## src/rtl/imem_program_loader_if.sv

```systemverilog
`default_nettype none
// ============================================================================
//  Module      : imem_program_loader_if
//  Description : Boot byte stream (valid/ready) plus the instruction-memory
//                write port of the program loader.
//                  byte_valid/byte_data : stream in, from the boot link
//                  byte_ready           : loader accepts a byte this cycle
//                  mem_we/addr/wdata    : word write toward the instruction RAM
//  Revision    : 1.0  initial release
// ============================================================================
interface imem_program_loader_if #(
    parameter int ADDR_WIDTH = 6
);
    logic                  byte_valid;
    logic [7:0]            byte_data;
    logic                  byte_ready;
    logic                  mem_we;
    logic [ADDR_WIDTH-1:0] mem_addr;
    logic [31:0]           mem_wdata;

    // Loader side
    modport slave (
        input  byte_valid, byte_data,
        output byte_ready, mem_we, mem_addr, mem_wdata
    );

    // Boot link / memory side
    modport master (
        output byte_valid, byte_data,
        input  byte_ready, mem_we, mem_addr, mem_wdata
    );
endinterface
`default_nettype wire

```

## src/rtl/imem_program_loader.sv

```systemverilog
`default_nettype none
// ============================================================================
//  Module      : imem_program_loader
//  Description : Boot-time instruction-memory writer. Accepts a length header
//                (2 bytes, LE), then length*4 data bytes packed into LE words
//                written from word 0 upward, then one XOR checksum byte.
//                The core is held in reset until a load completes cleanly.
//  Ports       : clk, reset (sync, active high), start (load request),
//                bus (byte stream + memory write port), core_reset, busy,
//                done, error (sticky status until start or reset)
//  Revision    : 1.0  initial release
// ============================================================================
module imem_program_loader #(
    parameter int ADDR_WIDTH = 6
) (
    input  wire                         clk,
    input  wire                         reset,
    input  wire                         start,
    imem_program_loader_if.slave        bus,
    output logic                        core_reset,
    output logic                        busy,
    output logic                        done,
    output logic                        error
);
    localparam logic [2:0] S_IDLE   = 3'd0;
    localparam logic [2:0] S_LEN_LO = 3'd1;
    localparam logic [2:0] S_LEN_HI = 3'd2;
    localparam logic [2:0] S_DATA   = 3'd3;
    localparam logic [2:0] S_WRITE  = 3'd4;
    localparam logic [2:0] S_CHECK  = 3'd5;
    localparam logic [2:0] S_DONE   = 3'd6;
    localparam logic [2:0] S_ERR    = 3'd7;

    localparam logic [15:0] C_CAPACITY = 16'(2 ** ADDR_WIDTH);

    logic [2:0]            state_q,     state_d;
    logic [15:0]           len_q,       len_d;
    logic [ADDR_WIDTH:0]   word_idx_q,  word_idx_d;
    logic [1:0]            byte_idx_q,  byte_idx_d;
    logic [7:0]            csum_q,      csum_d;
    logic [31:0]           word_q,      word_d;
    logic [ADDR_WIDTH-1:0] mem_addr_q,  mem_addr_d;
    logic [31:0]           mem_wdata_q, mem_wdata_d;

    logic        w_xfer;
    logic [15:0] w_len_full;
    logic [15:0] w_next_count;

    assign bus.byte_ready = (state_q == S_LEN_LO) || (state_q == S_LEN_HI) ||
                            (state_q == S_DATA)   || (state_q == S_CHECK);
    assign w_xfer       = bus.byte_valid && bus.byte_ready;
    assign w_len_full   = {bus.byte_data, len_q[7:0]};
    // word_idx is one bit wider than the address so a full 64-word load
    // compares against length without wrapping.
    assign w_next_count = 16'(word_idx_q) + 16'd1;

    assign bus.mem_we    = (state_q == S_WRITE);
    assign bus.mem_addr  = mem_addr_q;
    assign bus.mem_wdata = mem_wdata_q;

    // Status is decoded from the terminal states, which only start or reset
    // can leave, so done/error are sticky by construction.
    assign done       = (state_q == S_DONE);
    assign error      = (state_q == S_ERR);
    assign core_reset = (state_q != S_DONE);
    assign busy       = (state_q != S_IDLE) && (state_q != S_DONE) &&
                        (state_q != S_ERR);

    always_comb begin
        state_d     = state_q;
        len_d       = len_q;
        word_idx_d  = word_idx_q;
        byte_idx_d  = byte_idx_q;
        csum_d      = csum_q;
        word_d      = word_q;
        mem_addr_d  = mem_addr_q;
        mem_wdata_d = mem_wdata_q;

        case (state_q)
            S_IDLE, S_DONE, S_ERR: begin
                if (start) begin
                    state_d    = S_LEN_LO;
                    word_idx_d = '0;
                    byte_idx_d = '0;
                    csum_d     = '0;
                    word_d     = '0;
                end
            end
            S_LEN_LO: begin
                if (w_xfer) begin
                    len_d[7:0] = bus.byte_data;
                    state_d    = S_LEN_HI;
                end
            end
            S_LEN_HI: begin
                if (w_xfer) begin
                    len_d = w_len_full;
                    if (w_len_full > C_CAPACITY)
                        state_d = S_ERR;
                    else if (w_len_full == 16'd0)
                        state_d = S_CHECK;
                    else
                        state_d = S_DATA;
                end
            end
            S_DATA: begin
                if (w_xfer) begin
                    csum_d                     = csum_q ^ bus.byte_data;
                    word_d[byte_idx_q*8 +: 8]  = bus.byte_data;
                    byte_idx_d                 = byte_idx_q + 2'd1;
                    if (byte_idx_q == 2'd3) begin
                        // Latch the write port now so it is stable during WRITE
                        // and keeps its value afterwards.
                        state_d     = S_WRITE;
                        mem_addr_d  = word_idx_q[ADDR_WIDTH-1:0];
                        mem_wdata_d = word_d;
                    end
                end
            end
            S_WRITE: begin
                if (w_next_count == len_q) begin
                    state_d = S_CHECK;
                end else begin
                    word_idx_d = word_idx_q + 1'b1;
                    state_d    = S_DATA;
                end
            end
            S_CHECK: begin
                if (w_xfer)
                    state_d = (bus.byte_data == csum_q) ? S_DONE : S_ERR;
            end
            default: state_d = S_IDLE;
        endcase
    end

    always_ff @(posedge clk) begin
        if (reset) begin
            state_q     <= S_IDLE;
            len_q       <= '0;
            word_idx_q  <= '0;
            byte_idx_q  <= '0;
            csum_q      <= '0;
            word_q      <= '0;
            mem_addr_q  <= '0;
            mem_wdata_q <= '0;
        end else begin
            state_q     <= state_d;
            len_q       <= len_d;
            word_idx_q  <= word_idx_d;
            byte_idx_q  <= byte_idx_d;
            csum_q      <= csum_d;
            word_q      <= word_d;
            mem_addr_q  <= mem_addr_d;
            mem_wdata_q <= mem_wdata_d;
        end
    end
endmodule
`default_nettype wire

```

## src/flat_wrapper.sv

```systemverilog
// flat-port wrapper written by rule: the top's interface ports become plain ports
module imem_program_loader_flat 
#(
    parameter int ADDR_WIDTH = 6
)
  (clk, reset, start, core_reset, busy, done, error, bus_byte_valid, bus_byte_data, bus_byte_ready, bus_mem_we, bus_mem_addr, bus_mem_wdata);
  imem_program_loader_if #(.ADDR_WIDTH(ADDR_WIDTH)) bus_i ();
  input  wire clk;
  input  wire reset;
  input  wire start;
  output logic core_reset;
  output logic busy;
  output logic done;
  output logic error;
  input wire logic [$bits(bus_i.byte_valid)-1:0] bus_byte_valid;
  input wire logic [$bits(bus_i.byte_data)-1:0] bus_byte_data;
  output wire logic [$bits(bus_i.byte_ready)-1:0] bus_byte_ready;
  output wire logic [$bits(bus_i.mem_we)-1:0] bus_mem_we;
  output wire logic [$bits(bus_i.mem_addr)-1:0] bus_mem_addr;
  output wire logic [$bits(bus_i.mem_wdata)-1:0] bus_mem_wdata;
  assign bus_i.byte_valid = bus_byte_valid;
  assign bus_i.byte_data = bus_byte_data;
  assign bus_byte_ready = bus_i.byte_ready;
  assign bus_mem_we = bus_i.mem_we;
  assign bus_mem_addr = bus_i.mem_addr;
  assign bus_mem_wdata = bus_i.mem_wdata;
  imem_program_loader #(.ADDR_WIDTH(ADDR_WIDTH)) u_core (.clk(clk), .reset(reset), .start(start), .bus(bus_i), .core_reset(core_reset), .busy(busy), .done(done), .error(error));
endmodule
```

## config.mk

```make
export PLATFORM = sky130hd
export DESIGN_NAME = imem_program_loader_flat
export DESIGN_NICKNAME = d
export VERILOG_FILES = /design/src/rtl/imem_program_loader_if.sv /design/src/rtl/imem_program_loader.sv /design/src/flat_wrapper.sv
export SDC_FILE = /design/constraint.sdc
export NUM_CORES = 1
export LEC_CHECK = 0
export ABC_AREA = 1
export BUFFER_PORTS_ARGS = -buffer_cell sky130_fd_sc_hd__buf_2
export CAP_MARGIN = 0
export CORE_MARGIN = 8
export CORE_UTILIZATION = 36
export DETAILED_ROUTE_END_ITERATION = 6
export PLACE_DENSITY = 0.63
export SETUP_SLACK_MARGIN = 0.2
export SLEW_MARGIN = 25
export SYNTH_ARGS = -nofsm -noshare
export SYNTH_HDL_FRONTEND = slang
export SYNTH_SLANG_ARGS = --single-unit
```

## constraint.sdc

```tcl
create_clock -name clk -period 3.6 [get_ports clk]
set_clock_uncertainty 0.1 [all_clocks]
set_input_delay 0.72 -clock clk [delete_from_list [all_inputs] [get_ports clk]]
set_output_delay 0.72 -clock clk [all_outputs]
set_load 0.02 [all_outputs]
```

* Word level (Yosys, flattened, before mapping)
Cells that the tools add are included.
Word-level totals: register bits 106, bits in latches 0, bits in writable memories 0, ROM bits 0, input port bits 12, output and inout port bits 44, logic and storage cells 81, memories 0
Cells by class: $add $sub $neg 4, $mul 0, div/mod/pow operators 0, order comparisons 1, equal/unequal tests 19, shifts and indexed selects 2, mux-type cells 26, bitwise logic cells 2, reduce and logical (&&, ||, !) cells 18
Operators by type and width (number):
- 32-bit 2-to-1 mux | 2
- 32-bit one-hot mux with 2 select lines | 1
- 5-bit negation with 34-bit output | 1
- 8-bit by 34-bit variable shift with 32-bit output (first input constant) | 1
- 8-bit by 34-bit indexed part select with 32-bit output | 1
- 32-bit bitwise mux | 1
- 8-bit one-hot mux with 2 select lines | 2
- 3-bit 2-to-1 mux | 9
- 8-bit 2-to-1 mux | 3
- 3-bit one-hot mux with 6 select lines | 1
- 16-bit == test | 1
- 16-bit by 7-bit > comparator with 1-bit output (second input constant) | 1
- 16-bit zero test | 1
- 7-bit 2-to-1 mux | 2
- 7-bit one-hot mux with 2 select lines | 1
- 3-bit == test (second input constant) | 4
- 3-bit AND reduction | 4
- 7-bit by 1-bit adder with 8-bit output (second input constant) | 1
- 8-bit == test | 1
- 2-bit by 1-bit != test with 1-bit output (second input constant) | 4
- 8-bit XOR | 1
- 7-bit by 1-bit adder with 7-bit output (second input constant) | 1
- 3-bit by 2-bit == test with 1-bit output (second input constant) | 2
- 2-bit != test (second input constant) | 3
- other kinds (16) | 23

* Longest topological paths before layout
depth after elaboration 7, depth in mapped cells 14, depth with buffers taken out 14

* Worst setup path after synthesis
Ideal clock, no wire load.
path kind flip-flop to flip-flop, from register u_core.byte_idx_q[0], to register u_core.word_q[31], setup time 146 ps, data arrival time 1888 ps, required time 3354 ps, setup slack 1466 ps, cell stages (with the launch flop) 9, buffers on the path 1, period minus slack after synthesis 2134 ps, cells stage by stage dfxtp_1 clkbuf_1 inv_1 ha_1 clkinv_1 nand3_1 o22ai_1 a21oi_1 a211oi_2
Between the ends: longest elaborated chain between the ends 5, elaborated cells between the ends (all ways) 6, classes of those cells add/sub (1); shift (2); mux (3)
Ends and longest elaborated chain:
- from (decl) | RTL line imem_program_loader.sv:39 | logic [1:0] byte_idx_q, byte_idx_d;
- from (signal assigned) | RTL line imem_program_loader.sv:150 | byte_idx_q <= byte_idx_d;
- 5-bit negation with 34-bit output * | RTL line imem_program_loader.sv:109 | word_d[byte_idx_q*8 +: 8] = bus.byte_data;
- 8-bit by 34-bit indexed part select with 32-bit output or 8-bit by 34-bit variable shift with 32-bit output (tied branches) | RTL line imem_program_loader.sv:109
- 32-bit bitwise mux * | RTL line imem_program_loader.sv:109
- 32-bit 2-to-1 mux * | RTL line imem_program_loader.sv:107 | if (w_xfer) begin
- 32-bit one-hot mux with 2 select lines * | RTL line imem_program_loader.sv:79 | case (state_q)
- to (signal assigned) | RTL line imem_program_loader.sv:152 | word_q <= word_d;
- to (decl) | RTL line imem_program_loader.sv:41 | logic [31:0] word_q, word_d;
Every way passes the cells marked *; elsewhere a longest branch is shown, timed or not. The select of a mux whose other input is x is not followed. A chain may end at the register's enable or synchronous reset.

* Final worst setup path
from register u_core.state_q[0], to register u_core.csum_q[4]
Between the ends: longest elaborated chain between the ends 7, elaborated cells between the ends (all ways) 17, classes of those cells eq/ne (8); mux (1); reduce/logical (8)
Ends and longest elaborated chain:
- from (decl) | RTL line imem_program_loader.sv:36 | logic [2:0] state_q, state_d;
- from (signal assigned) | RTL line imem_program_loader.sv:147 | state_q <= state_d;
- 3-bit by 1-bit == test with 1-bit output or 3-bit by 2-bit == test with 1-bit output (tied branches) | RTL line imem_program_loader.sv:49 | assign bus.byte_ready = (state_q == S_LEN_LO) || (state_q == S_LEN_HI) ||
- 1-bit logical OR (2 in series) | RTL line imem_program_loader.sv:49
- 1-bit logical OR | RTL line imem_program_loader.sv:50 | (state_q == S_DATA) || (state_q == S_CHECK);
- 1-bit logical AND | RTL line imem_program_loader.sv:51 | assign w_xfer = bus.byte_valid && bus.byte_ready;
- 2-bit by 1-bit != test with 1-bit output (no source line)
- 3-bit AND reduction (no source line)
- to (signal assigned) | RTL line imem_program_loader.sv:151 | csum_q <= csum_d;
- to (decl) | RTL line imem_program_loader.sv:40 | logic [7:0] csum_q, csum_d;
Parallel ways exist; a longest one is shown, timed or not.

==> results.md <==
- Share of cells above drive strength 1: 17.6%
- Post-synthesis cell count: 630
- Die X: 134 um
- Worst path slowest cell: dfxtp_1
- Synth Register Bits: 106
- Total Power: 4240 uW
- Fin util: 41.0%
- Fmax: 354 MHz
- Max_cap viols: 0
- Core Region: 13700 um2
- Vias in the first global route: 4152
- Gr ovfl total: 0
- CP Data Required Time: 3760 ps
- Largest net degree at the start of global routing: 77
- Mean post-synth cell area: 7.89 um2
- Initial antenna violation count: 0
- Most instantiated library cell after synthesis: dfxtp_1
- Share of the synthesized area in the top cell type: 42.7%
- Vias/cell: 5.15
- Seq/Total Area, Yosys: 42.7%
- Crit Path Max Fanout: 44
- Synth cell count leaders: dfxtp_1, a21oi_1, nand2_1, o21ai_0
- Outcome: complete, no violations
- Tot GR Track Use: 13.9%
- Met3 GRT Util: 2.79%
- CTS clk-pin slew, worst paths: 80 ps
- Post-synth EDFFs: 0
- Post-synth ARST share: 0%
- Via total after detailed routing: 4358
- Fin crit share: 78.4%
- Area Growth Syn to Fin: 12.7%
- GP Congestion: 0.854
- Post-synth cell types: 37
- Post-CTS resize count: 0
- Crit path kind: reg -> reg
- H-tree depth: 3
- Layout fillers: 1377
- Area contributors post-synth: dfxtp_1, a21oi_1, o21ai_0, a211oi_2, nand2_1
- Clk sinks: 106
- Slew margin rel.: 56.0%
- Residual DRC: 0
- Largest area contributor in the netlist: dfxtp_1
- RSZ-0062 raised after global routing: no
- Initial Util: 36.4%
- Most common flop cell mapped by yosys: dfxtp_1
- Worst-Margin Slew: 660 ps
- Power Dens Cells: 757 nW/um2
- Crit path launch type: register
- IO Count: 56
- Setup violators final: 0
- # port buffers: 55
- Worst setup margin: 778 ps
- Leak: 0.00238 uW
- Grt peak-use layer: met2
- Root Driver: clkbuf_16
- CTS tree: done
- N_diodes: 0
- Tmin final: 2820 ps
- HP Class: reg -> reg
- Hold slack: 376 ps
- Post-route setup TNS: 0 ps
- Met2 Resource Use GR: 22.0%
- Syn Std Cell Area: 4970 um2
- Post-Route WL: 12.4 mm
- CP most frequent cell: inv_2
- Die height: 134 um
- Crit path cell chain: inv_2 -> nor2_2 -> inv_2 -> nor2_8 -> inv_2 -> o21ai_2 -> nand2_4 -> inv_4 -> o21ai_0 -> o211a_1
- DIE AREA: 17800 um2
- Slew Limit Fails: 0
- Worst vdd ir: 0.000327 V
- Post-Syn Nets: 649
- M1 GR Usage: 18.1%
- ANT nets after route: 0
- Number of post-CTS setup repair buffers: 0
- Setup WS pre-CTS: 790 ps
- YS warnings: 0
- Clock buffer depth: 2
- Clock latency on the worst-skew pair: 360 ps
- Inserted Clock Buffers: 9
- Routed len/inst: 14.7 um
- CP max stage delay: 500 ps
- Post-CTS Hold Buffers: 0
- NumNets Final: 680
- Final Hold Violating Endpoints: 0
- DR pass1 iterations: 5
- First-pass GRT wire length: 20.6 mm
- DR iter-0 viols: 373
- Number of placement rows: 43
- Arrival @ worst endpoint: 2980 ps
- Final HPWL DP: 8.79 mm
- Crit path capture type: register
## path summary, 6_finish.rpt
path                      from                end  slack, ps  cells past startpoint
max          u_core.state_q[0]   u_core.csum_q[4]        780                     10
min          u_core.word_q[14]  u_core.word_q[14]        380                      2
max reg2reg  u_core.state_q[0]   u_core.csum_q[4]        780                     10
min reg2reg  u_core.word_q[14]  u_core.word_q[14]        380                      2
## placed cells by master (no fill, tap or decap), drive strengths merged, types with 6 or more instances in the layout
cell and instances:
nand2 60, o21ai 79, nand3 29, a21oi 70, clkbuf 9, nand4 6, a211oi 18, a22oi 16
o211a 20, buf 58, dfxtp 106, nor2 63, o22ai 17, nor3 22, ha 7, inv 66
xnor2 6
## cell type report
type / count / area [um2] / share of cell area (%)
Multi-Input combinational cell: 421 / 2420 / 43.2
Sequential cell: 106 / 2120 / 37.9
Timing Repair Buffer: 58 / 310 / 5.54
Inverter: 65 / 246 / 4.40
Clock buffer: 9 / 225 / 4.02
Tap cell: 180 / 225 / 4.02
Clock inverter: 7 / 52.6 / 0.937
## cell families (layout without fill, tap and decap cells)
kind of cell | after synthesis | count (layout) | synth area share (%)
xor+xnor | 9 | 9 | 1.58
buf+inv | 103 | 139 | 8.60
compound gates | 223 | 223 | 28.6
simple gates | 182 | 182 | 16.8
fa+ha+maj | 7 | 7 | 1.76
flops | 106 | 106 | 42.7
## where the power goes
group,switching [uW],leakage [uW],internal (uW)
Combinational,1220,0.00138,593
Sequential,115,0.000863,1370
Clock,475,0.000137,476
## flip-flops by register name, summed over array words and instances, names as in the netlist
name                  count
u_core.bus.mem_wdata     32
u_core.word_q            32
u_core.len_q             16
u_core.csum_q             8
u_core.word_idx_q         7
u_core.bus.mem_addr       6
u_core.state_q            3
u_core.byte_idx_q         2
## per-layer routing
metal	vias up	share of wire, %
li1	2232	-
met1	2031	48
met2	80	47
met3	15	3.8
met4	0	1.7
met5	-	0
## worst max-delay path: cells and delay by family, from the launching register on
family | cells | cell delay (ps)
buffers and inverters | 4 | 840
and+or+nand+nor | 3 | 740
AOI/OAI and AO/OA | 3 | 540
DFF | 1 | 500
## through the flow
step,std cells,cell area (um2)
2_1_floorplan,630,4970
3_3_place_gp,830,5330
4_1_cts,846,5610
6_report,846,5610
3_5_place_dp,830,5330
5_1_grt,846,5610
Note: power is estimated with default switching activity, not from simulation.
